`config.mk`:
```
export PLATFORM = sky130hd
export DESIGN_NAME = input_debouncer
export DESIGN_NICKNAME = d
export VERILOG_FILES = /design/src/rtl/input_debouncer.sv
export SDC_FILE = /design/constraint.sdc
export NUM_CORES = 1
export LEC_CHECK = 0
export CAP_MARGIN = 15
export CELL_PAD_IN_SITES_DETAIL_PLACEMENT = 0
export CELL_PAD_IN_SITES_GLOBAL_PLACEMENT = 2
export CORE_AREA = 2 2 39 41
export DETAILED_ROUTE_END_ITERATION = 7
export DIE_AREA = 0 0 41 43
export GPL_TIMING_DRIVEN = 0
export PLACE_DENSITY_LB_ADDON = 0.1
export SLEW_MARGIN = 25
export SYNTH_ARGS = -nofsm -noshare
export SYNTH_HDL_FRONTEND = slang
export SYNTH_SLANG_ARGS = --single-unit
```
`constraint.sdc`:
```
create_clock -name clk -period 1.4 [get_ports clk]
set_clock_uncertainty 0.15 [all_clocks]
set_input_delay 0.21 -clock clk [delete_from_list [all_inputs] [get_ports clk]]
set_output_delay 0.21 -clock clk [all_outputs]
set_load 0.01 [all_outputs]
```
`src/rtl/input_debouncer.sv`:
```
`default_nettype none
// ============================================================================
// Module   : input_debouncer
// Brief    : Synchronizes and debounces a raw 1-bit input, with rise/fall
//            strobes. Optional glitch counter: DEBOUNCER_GLITCH_CNT_EN.
// Revision : 1.0 - initial release
// ============================================================================
module input_debouncer #(
  parameter int   SYNC_STAGES   = 2,
  parameter int   STABLE_CYCLES = 8,
  parameter logic RESET_LEVEL   = 1'b0
) (
  input  logic       clk,
  input  logic       rst_n,
  input  logic       d,
  output logic       q,
  output logic       rise,
  output logic       fall
`ifdef DEBOUNCER_GLITCH_CNT_EN
  ,
  output logic [7:0] glitch_cnt
`endif
);

  localparam int                 c_cnt_w    = (STABLE_CYCLES > 1) ? $clog2(STABLE_CYCLES) : 1;
  localparam logic [c_cnt_w-1:0] c_cnt_last = c_cnt_w'(STABLE_CYCLES - 1);
  localparam logic [c_cnt_w-1:0] c_cnt_one  = c_cnt_w'(1);
  localparam logic [0:0]         c_stable   = 1'b0;
  localparam logic [0:0]         c_pending  = 1'b1;

  logic [SYNC_STAGES-1:0] r_sync;
  logic                   w_d_sync;
  logic [0:0]             r_state;
  logic [0:0]             w_state_nxt;
  logic [c_cnt_w-1:0]     r_cnt;
  logic [c_cnt_w-1:0]     w_cnt_nxt;
  logic                   w_commit;
  logic                   w_abort;
  logic                   w_q_nxt;
  logic                   w_rise_nxt;
  logic                   w_fall_nxt;

  always_ff @(posedge clk or negedge rst_n) begin
    if (!rst_n) begin
      r_sync <= {SYNC_STAGES{RESET_LEVEL}};
    end else begin
      r_sync <= {r_sync[SYNC_STAGES-2:0], d};
    end
  end

  assign w_d_sync = r_sync[SYNC_STAGES-1];

  always_ff @(posedge clk or negedge rst_n) begin
    if (!rst_n) begin
      r_state <= c_stable;
      r_cnt   <= '0;
      q       <= RESET_LEVEL;
      rise    <= 1'b0;
      fall    <= 1'b0;
    end else begin
      r_state <= w_state_nxt;
      r_cnt   <= w_cnt_nxt;
      q       <= w_q_nxt;
      rise    <= w_rise_nxt;
      fall    <= w_fall_nxt;
    end
  end

  // Any return of d_sync to the current level abandons the qualification.
  always_comb begin
    w_state_nxt = r_state;
    w_cnt_nxt   = '0;
    w_commit    = 1'b0;
    w_abort     = 1'b0;
    case (r_state)
      c_stable: begin
        if (w_d_sync != q) begin
          w_state_nxt = c_pending;
          w_cnt_nxt   = c_cnt_one;
        end
      end
      c_pending: begin
        if (w_d_sync == q) begin
          w_state_nxt = c_stable;
          w_abort     = 1'b1;
        end else if (r_cnt == c_cnt_last) begin
          w_state_nxt = c_stable;
          w_commit    = 1'b1;
        end else begin
          w_cnt_nxt   = r_cnt + c_cnt_one;
        end
      end
      default: begin
        w_state_nxt = c_stable;
      end
    endcase
  end

  always_comb begin
    w_q_nxt    = w_commit ? w_d_sync : q;
    w_rise_nxt = w_commit &  w_d_sync;
    w_fall_nxt = w_commit & ~w_d_sync;
  end

`ifdef DEBOUNCER_GLITCH_CNT_EN
  always_ff @(posedge clk or negedge rst_n) begin
    if (!rst_n) begin
      glitch_cnt <= 8'd0;
    end else if (w_abort && (glitch_cnt != 8'hFF)) begin
      glitch_cnt <= glitch_cnt + 8'd1;
    end
  end
`else
  logic w_unused;
  assign w_unused = w_abort;
`endif

endmodule
`default_nettype wire
```
### Yosys cells after proc, flatten, opt, wreduce, memory -nomap -nowiden

Index checks and enable logic that the tools add are counted.

| word-level totals | value |
|---|---|
| register bits after elaboration | 9 |
| output and inout bits | 3 |
| word-level logic and storage cells | 25 |

| cells by class | value |
|---|---|
| add/subtract/negate cells | 1 |
| eq/ne operators | 3 |
| multiplexer cells | 11 |
| bitwise logic cells | 4 |

Operators by type and width:

| cell | count |
|---|---|
| two-way mux 1 bit | 7 |
| two-way mux 3 bit | 2 |
| one-hot mux 3 bit (2 select lines) | 1 |
| adder 3 x 1 -> 3 bit (second input constant) | 1 |
| == test 3 bit (second input constant) | 1 |
| bitwise AND 1 bit | 2 |
| NOT 1 bit | 2 |
| one-hot mux 1 bit (2 select lines) | 1 |
| == test 1 bit | 1 |
| inequality test 1 bit | 1 |

### Logic depth before layout (Yosys ltp)

Gate-level depths: netlist (run 1).

| depth | value |
|---|---|
| depth in word-level cells | 5 |
| gate-level depth with buffers | 4 |
| gate-level depth less buffers | 4 |

### Worst setup path before layout (run 1)

No wires, ideal clock.

| path | value |
|---|---|
| path type | reg-to-reg |
| start | register r_cnt[0] |
| end | register q |
| data arrival time | 1154 ps |
| required time | 1125 ps |
| setup slack | -28 ps |
| stages on the path, launching flop included | 5 |
| path buffers | 0 |
| cells stage by stage | dfrtp_1 > ha_1 > ha_1 > nand2_2 > mux2_2 |

| between the ends | value |
|---|---|
| longest elaborated chain between the ends | 4 |

Ends and longest elaborated chain:

| element | line | text |
|---|---|---|
| start, declared | 35 | `logic [c_cnt_w-1:0] r_cnt;` |
| start signal, assigned | 62 | `r_cnt <= w_cnt_nxt;` |
| == test 3 bit | 86 | `end else if (r_cnt == c_cnt_last) begin` |
| two-way mux 1 bit | 86 |  |
| two-way mux 1 bit | 83 | `if (w_d_sync == q) begin` |
| two-way mux 1 bit | 75 | `case (r_state)` |
| end signal, assigned | 63 | `q <= w_q_nxt;` |
| end, declared | 16 | `output logic q,` |

Every way passes these cells.
A chain may end at the register's enable or synchronous reset.

### Worst setup path after layout (run 1)

Same ends and word-level chain as after synthesis.

==> results_dict.tcl, run 1 <==
set metrics [dict create \
    outcome "completed" \
    grt_pass1_wl_um 890 \
    cp_slowest_cell "dfrtp_1" \
    reg2reg_slack_ns 0.02 \
    grt_max_degree 10 \
    r2r_end "q$_DFFE_PN0P_" \
    fin_crit_ns 1.38 \
    critical_path_arrival_ns 1.37 \
    power.total_mw 0.494 \
    fillers 148 \
    yosysWarnings 0 \
    clk_path_buf_depth 2 \
    antenna_found_initial 0 \
    multi_input_area_um2 138 \
    slew_headroom 0.740 \
    finalHoldViolations 0 \
    start_util 0.238 \
    endpoint_kind "flop" \
    power_density_nw_per_um2 1060 \
    dp_cells 43 \
    avgSynthCellArea_um2 15.0 \
    grt_pass1_vias 214 \
    synth_seq_cells 9 \
    htree_levels 1 \
    n_antenna_cell 0 \
    critPathMaxStageDelay_ns 0.41 \
    hold_path_class "input pin to async pin" \
    vias 193 \
    r2r-start "r_cnt[0]$_DFF_PN0_" \
    synthCells 22 \
    die-area_um2 1760 \
    via_per_inst 4.02 \
    first_iter_violations 0 \
    drc 0 \
    path_buf_inv 0 \
    worst_slack_ns 0.0181 \
    hold_ws_ns 0.0949 \
    cts_tree "done" \
    max_freq_mhz 724 \
    worstMarginPinSlew_ns 0.389 \
    numPortBuffers 5 \
    cts_made_buffers 3 \
    antenna_left 0 \
    synthesis.nets 27 \
    nNetsFinal 38 \
    cap_violations 0 \
    cellLeakagePower_nw 0.229 \
    yosysUniqueCellTypes 11 \
    startpoint_type "flop" \
    critPathKind "flop to flop" \
    critPathMaxFanout 3 \
    finalCritPeriodShare 0.987 \
    instances_no_fill 48 \
    core_area_um2 1380 \
    worstSetupStartpoint "r_cnt[0]$_DFF_PN0_" \
    crit_chain "ha_4, ha_4, nand2_4, mux2_4" \
    required_ns 1.39 \
    dieWidth_um 41 \
    grt_usage 0.0831 \
    path_delay_family "flip-flops" \
    syn_area_um2 329 \
    drive_gt1_frac 0.281 \
    pre_cts_slack_ns -0.0768 \
    syn_to_final_growth_pct 41.1 \
    cp_common_cell "ha_4" \
    overflow 0 \
    ios 6 \
    vdd_drop_max_v 0.000405 \
    drt_pre_antenna_iters 1 \
    wl_per_cell_um 10.6 \
    reg2reg_depth 4 \
    die_h_um 43 \
    cts.sink_count 9 \
    grt_setup_unrepaired "true" \
    cts-root-buf "clkbuf_4" \
    regArea_um2 226 \
    maxSlewViolCount 0 \
    num_rows 14 \
    insertion_delay_ns 0.25 \
    seq_area_frac_synth 0.684 \
    final_util 0.335 \
    wl_um 507 \
    gp_congestion 0.597 \
    finalSetupViolCount 0 \
    path_clk_slew_ns 0.06 \
]
[cells in the final DEF, fill, tap and decap left out]
cell	instances
dfrtp_1	8
xnor2_1	1
nor2_1	1
nor3b_1	2
dfrtp_2	1
clkbuf_4	3
clkdlybuf4s50_1	2
buf_4	1
ha_4	2
and3_1	2
clkbuf_1	1
mux2_4	1
o21a_1	1
nand2_4	1
a21oi_1	1
xor2_1	1
dlygate4sd2_1	3
[Yosys cell counts]
| library cell | instances | area [µm²] |
|---|---|---|
| nor3b_1 | 2 | 15.0 |
| and3_1 | 2 | 12.5 |
| o21a_1 | 1 | 7.51 |
| a21oi_1 | 1 | 5.00 |
| nand2_2 | 1 | 6.26 |
| dfrtp_1 | 9 | 225 |
| xnor2_1 | 1 | 8.76 |
| xor2_1 | 1 | 8.76 |
| nor2_1 | 1 | 3.75 |
| ha_1 | 2 | 25.0 |
| mux2_2 | 1 | 11.3 |
[cells by family after synthesis]
family	share of synthesized area
DFF	0.684
and+or+nand+nor	0.114
AOI/OAI and AO/OA	0.0380
xor gates and xnor gates	0.0532
adders and majority gates	0.0760
muxes	0.0342
[how the worst max path moves through the flow]
stage                                to  slack (ns)  cells past startpoint
after floorplan           q$_DFFE_PN0P_       0.003                      4
after global routing      q$_DFFE_PN0P_       -0.01                      4
after global placement    q$_DFFE_PN0P_       -0.06                      4
final                     q$_DFFE_PN0P_        0.02                      4
after CTS                 q$_DFFE_PN0P_       0.005                      4
after detailed placement  q$_DFFE_PN0P_       -0.08                      4
[registers in the layout, summed over array words and instances, names as in the netlist]
| register | count |
|---|---|
| r_state | 1 |
| fall | 1 |
| rise | 1 |
| q | 1 |
| r_sync | 2 |
| r_cnt | 3 |
[where the power goes]
group          internal (mW)  switching (mW)
Sequential             0.269         0.00920
Combinational         0.0135         0.00972
Clock                  0.109          0.0837
Total                  0.392           0.103
[through the flow]
step           TNS [ns]  area, µm²
6_report              0        464
3_3_place_gp    -0.0584        402
3_5_place_dp    -0.0768        402
4_1_cts               0        454
2_1_floorplan         0        332
5_1_grt         -0.0117        464
[cell type report]
| cell class | instances | share of cell area |
|---|---|---|
| timing repair buffer | 6 | 0.116 |
| clock buffer | 4 | 0.0566 |
| multi-input combinational | 13 | 0.296 |
| tap | 16 | 0.0431 |
| sequential | 9 | 0.488 |
[layer usage]
metal	track usage	vias to the layer above	share of wire
met3	0.0314	0	0.045
met4	0.0800	0	0
met1	0.0894	95	0.47
met2	0.116	4	0.48
li1	-	94	-
met5	0	-	0
[timing repair]
item                       4_1_cts  5_1_grt
gates resized for setup          8        1
setup endpoints to repair        4        1
hold buffers                     0        0
buffers inserted                 1        0
pin swaps                        2        0
(Power assumes the default switching activity.)
==> inputs of run 2 (changes only) <==
GPL_TIMING_DRIVEN = 1   (was 0)
==> results_dict.tcl, run 2 (synthesis results as in run 1) <==
set metrics [dict create \
    outcome "completed" \
    grt_pass1_vias 212 \
    post_cts_buffers 0 \
    numPortBuffers 5 \
    startpoint_type "flop" \
    top_register "r_cnt" \
    overflow 0 \
    cap_violations 0 \
    instances_no_fill 51 \
    critical_path_arrival_ns 1.37 \
    grt_pass1_wl_um 952 \
    critPathKind "flop to flop" \
    gp_congestion 0.588 \
    die_h_um 43 \
    finalCritPeriodShare 0.985 \
    cts-root-buf "clkbuf_4" \
    path_clk_slew_ns 0.06 \
    dieWidth_um 41 \
    required_ns 1.39 \
    wl_per_cell_um 11.4 \
    dr_wl_met2_um 304 \
    mostFrequentLayoutCell "dfrtp_1" \
    endpoint_kind "flop" \
    hold_path_class "input pin to async pin" \
    syn_to_final_growth_pct 44.5 \
    top_layer "met4" \
    reg2reg_slack_ns 0.02 \
    num_rows 14 \
    worstMarginPinSlew_ns 0.404 \
    fin_crit_ns 1.38 \
    antenna_found_initial 0 \
    cellLeakagePower_nw 0.245 \
    critPathMaxFanout 2 \
    drt_pre_antenna_iters 2 \
    routedLengthMet1_um 244 \
    largest_reg_flops 3 \
    drive_gt1_frac 0.314 \
    slew_headroom 0.730 \
    final_util 0.344 \
    nNetsFinal 41 \
    cts_tree "done" \
    insertion_delay_ns 0.25 \
    grt_max_degree 10 \
    max_freq_mhz 725 \
    power.total_mw 0.496 \
    ctsHoldBuffers 0 \
    vdd_drop_max_v 0.000506 \
    first_iter_violations 5 \
    grt_setup_unrepaired "true" \
    n_antenna_cell 0 \
    layout_common_cells "9 x dfrtp_1, 4 x buf_4, 3 x clkbuf_4, 3 x dlygate4sd2_1" \
    cts_made_buffers 3 \
    core_area_um2 1380 \
    maxSlewViolCount 0 \
    start_util 0.238 \
    design_area_um2 475 \
    clk_path_buf_depth 2 \
    ios 6 \
    via_per_inst 4.18 \
    wl_met3_um 25 \
    fillers 142 \
    grt_usage 0.0944 \
    postPlaceCellArea_um2 432 \
    finalSetupViolCount 0 \
    largest_registers "r_cnt: 3 flops, r_sync: 2 flops" \
    vias 213 \
    drc 0 \
    die-area_um2 1760 \
    wl_um 580 \
    dp_cells 47 \
    antenna_left 0 \
    htree_levels 1 \
    finalHoldViolations 0 \
    power_density_nw_per_um2 1040 \
    cts.sink_count 9 \
]
==> run 2: changes by cell type in the layout (fill, tap and decap cells not counted), sizes merged <==
cell,previous run,this run
buf,1,4
==> run 2: final timing paths <==
path / from / to / cells after the start
min: rst_n / r_state$_DFF_PN0_ / 1
min in group clk: r_sync[0]$_DFF_PN0_ / r_sync[1]$_DFF_PN0_ / 0
min reg2reg: r_sync[0]$_DFF_PN0_ / r_sync[1]$_DFF_PN0_ / 0
max in group asynchronous: rst_n / fall$_DFF_PN0_ / 1
max reg2reg: r_cnt[0]$_DFF_PN0_ / q$_DFFE_PN0P_ / 4
max: r_cnt[0]$_DFF_PN0_ / q$_DFFE_PN0P_ / 4
==> run 2: final cells by class <==
type / instances / area [µm²] / share of cell area
multi-input combinational: 13 / 128 / 0.268
clock buffer: 4 / 26.3 / 0.0553
timing repair buffer: 9 / 76.3 / 0.161
tap: 16 / 20.0 / 0.0421
sequential: 9 / 225 / 0.474
==> run 2: power breakdown <==
part	total [mW]	internal, mW	switching (mW)
clock	0.193	0.109	0.0840
sequential	0.276	0.269	0.00764
combinational	0.0266	0.0156	0.0110
total	0.496	0.394	0.103
==> run 2: layer usage <==
layer	vias up	GRT usage
met5	-	0
li1	103	-
met1	104	0.100
met2	4	0.122
met3	2	0.0471
met4	0	0.100
==> run 2: worst max-delay path, stage by stage (launching register included) <==
cell and delay, ns:
dfrtp_1 0.38, ha_2 0.21, ha_4 0.17, nand2_4 0.07, mux2_4 0.29
==> run 2: timing repair <==
item,4_1_cts,5_1_grt
pin swaps,1,1
gates resized for setup,6,1
endpoints found under the hold margin,0,0
setup endpoints to repair,4,2
==> run 2: through the flow <==
stage | setup TNS [ns] | hold WS [ns] | setup WS [ns]
after floorplan | 0 | -0.236 | 0.00288
after global placement | -0.0148 | 0.191 | -0.0148
after detailed placement | -0.0416 | 0.187 | -0.0416
after CTS | 0 | 0.109 | 0.0154
after global routing | -0.00291 | 0.121 | -0.00291
final | 0 | 0.0993 | 0.0207
==> inputs of run 3 (changes only) <==
ABC_AREA = 1   (was unset)
CORE_AREA = unset   (was 2 2 39 41)
CORE_MARGIN = 2   (was unset)
CORE_UTILIZATION = 25   (was unset)
DIE_AREA = unset   (was 0 0 41 43)
REMOVE_ABC_BUFFERS = 1   (was unset)
SKIP_LAST_GASP = 1   (was unset)
==> results_dict.tcl, run 3 <==
set metrics [dict create \
    critical_path_arrival_ns 1.33 \
    drive_gt1_frac 0.225 \
    cellLeakagePower_nw 0.243 \
    first_iter_violations 2 \
    avgSynthCellArea_um2 11.0 \
    hold_path_class "input pin to async pin" \
    drc 0 \
    cts_tree "done" \
    cts.sink_count 9 \
    critPathMaxFanout 5 \
    yosys.area_share.adder 0.0758 \
    synth.mux.area_fraction 0 \
    vdd_drop_max_v 0.000513 \
    seq_area_frac_synth 0.682 \
    outcome "completed" \
    synth.most_common_cell "dfrtp_1" \
    p_seq_frac 0.548 \
    p_clk_frac 0.401 \
    tns_ns 0 \
    die-area_um2 1630 \
    syn_area_um2 330 \
    finalCritPeriodShare 0.918 \
    vias 211 \
    switching_power_mw 0.113 \
    synth-simple-area-share 0.159 \
    synth_xor_area_frac 0 \
    synth_top_area_share 0.682 \
    synthCells 30 \
    core_area_um2 1270 \
    synth.top_cells.by_count "9 x dfrtp_1, 5 x inv_1, 4 x nand2_1" \
    synth_edf_count 0 \
    internal_power_mw 0.385 \
    htree_levels 1 \
    nNetsFinal 46 \
    grt_usage 0.0915 \
    n_antenna_cell 0 \
    drt_pre_antenna_iters 2 \
    path_clk_slew_ns 0.06 \
    power_density_nw_per_um2 1140 \
    required_ns 1.44 \
    grt_pass1_wl_um 807 \
    top_register "r_cnt" \
    clk_path_buf_depth 2 \
    grt_max_degree 10 \
    endpoint_kind "flop" \
    combPwrFrac 0.051 \
    ios 6 \
    cts-root-buf "clkbuf_4" \
    worstMarginPinSlew_ns 0.387 \
    yosysUniqueCellTypes 10 \
    synth_top_family_by_area "simple AND/OR/NAND/NOR gates" \
    ctsHoldBuffers 0 \
    synth_seq_cells 9 \
    cap_violations 0 \
    switching_share 0.228 \
    largest_registers "r_cnt: 3 flops, r_sync: 2 flops" \
    synth-async-reset-ratio 1.00 \
    numPortBuffers 5 \
    wl_um 501 \
    num_rows 13 \
    hpwl_um 374 \
    cts_made_buffers 3 \
    synth_area_leaders "dfrtp_1 68%, ha_1 7.6%, inv_1 5.7%" \
    power.total_mw 0.499 \
    die_h_um 40.4 \
    synth_ff_type "dfrtp_1" \
    finalSetupViolCount 0 \
    wl_per_cell_um 9.11 \
    syn_to_final_growth_pct 32.6 \
    slew_headroom 0.741 \
    gp_congestion 0.716 \
    start_util 0.260 \
    synth_compound_area_frac 0.0152 \
    startpoint_type "flop" \
    max_freq_mhz 778 \
    dieWidth_um 40.4 \
    synth_top_area_cell "dfrtp_1" \
    antenna_found_initial 0 \
    fin_crit_ns 1.29 \
    maxSlewViolCount 0 \
    grt_setup_unrepaired "false" \
    critPathKind "flop to flop" \
    grt_pass1_vias 226 \
    via_per_inst 3.84 \
    overflow 0 \
    largest_reg_flops 3 \
    finalHoldViolations 0 \
    layout_common_cells "9 x dfrtp_1, 5 x inv_1" \
    insertion_delay_ns 0.26 \
    antenna_left 0 \
    mostFrequentLayoutCell "dfrtp_1" \
    yosysWarnings 0 \
]
run 3: cell count changes after synthesis, sizes merged, moves of 2 or more:
cell   before  now
inv         0    6
nand2       1    5
and3        2    0
nand3       0    2
nor2        1    3
nor3        0    2
nor3b       2    0
run 3: repair_timing:
| action | in CTS | in global routing |
|---|---|---|
| gates resized for setup | 3 | 2 |
| pin swaps | 0 | 2 |
| gates cloned | 0 | 0 |
| setup buffers | 0 | 0 |
| setup endpoints to repair | 3 | 1 |
run 3: power groups by stage:
stage	Sequential, mW	Clock (mW)	Combinational, mW
CTS	0.273	0.212	0.0257
global route	0.274	0.224	0.0297
finish	0.273	0.200	0.0254
global placement	0.278	0	0.0253
detailed placement	0.278	0	0.0258
floorplan	0.277	0	0.0118
run 3: critical path, cell delays in order, from the launching register on:
cell and delay [ns]:
dfrtp_1 0.38, ha_1 0.20, ha_1 0.19, nand2_2 0.11, nand3_2 0.09, nor2_1 0.10
run 3: path summary, 6_finish.rpt:
check / from / end / slack, ns / cells past startpoint
max in group asynchronous: rst_n / r_sync[0]$_DFF_PN0_ / 0.74 / 1
min: rst_n / r_cnt[1]$_DFF_PN0_ / 0.09 / 1
max: r_cnt[0]$_DFF_PN0_ / r_cnt[0]$_DFF_PN0_ / 0.11 / 5
min reg2reg: r_sync[0]$_DFF_PN0_ / r_sync[1]$_DFF_PN0_ / 0.21 / 0
max reg2reg: r_cnt[0]$_DFF_PN0_ / r_cnt[0]$_DFF_PN0_ / 0.11 / 5
min in group clk: r_sync[0]$_DFF_PN0_ / r_sync[1]$_DFF_PN0_ / 0.21 / 0
run 3: area by class of cell:
type,instances,area [µm²]
fillers,136,831
clock buffers,3,22.5
well taps,15,18.8
inverters,6,22.5
flip-flops and latches,9,225
repair buffers,6,53.8
clock inverters,1,5.00
multi-input cells,15,90.1
run 3: cell families (layout without fill, tap and decap cells):
| logic type | after synthesis | in the layout |
|---|---|---|
| AOI/OAI and AO/OA | 1 | 1 |
| adders and majority gates | 2 | 2 |
| buffers and inverters | 6 | 16 |
| DFF | 9 | 9 |
| and+or+nand+nor | 12 | 12 |
run 3: metal layers:
layer	wire, µm	GRT usage	vias to the layer above	part of all wire
met3	24	0.0500	0	0.048
met5	0	0	-	0
met1	236	0.0941	96	0.47
li1	-	-	110	-
met4	0	0.125	0	0
met2	240	0.111	5	0.48
run 3: through the flow:
stage                     utilization  hold WS [ns]  instance area (µm²)  setup slack, ns  instances
after CTS                       0.339        0.0943                  430           0.0466         55
after global routing            0.345         0.107                  438           0.0156         55
after detailed placement        0.321         0.196                  407           0.0585         51
final                           0.345        0.0866                  438            0.114         55
after global placement          0.321         0.187                  407           0.0738         51
after floorplan                     -        -0.236                  330            0.175         30
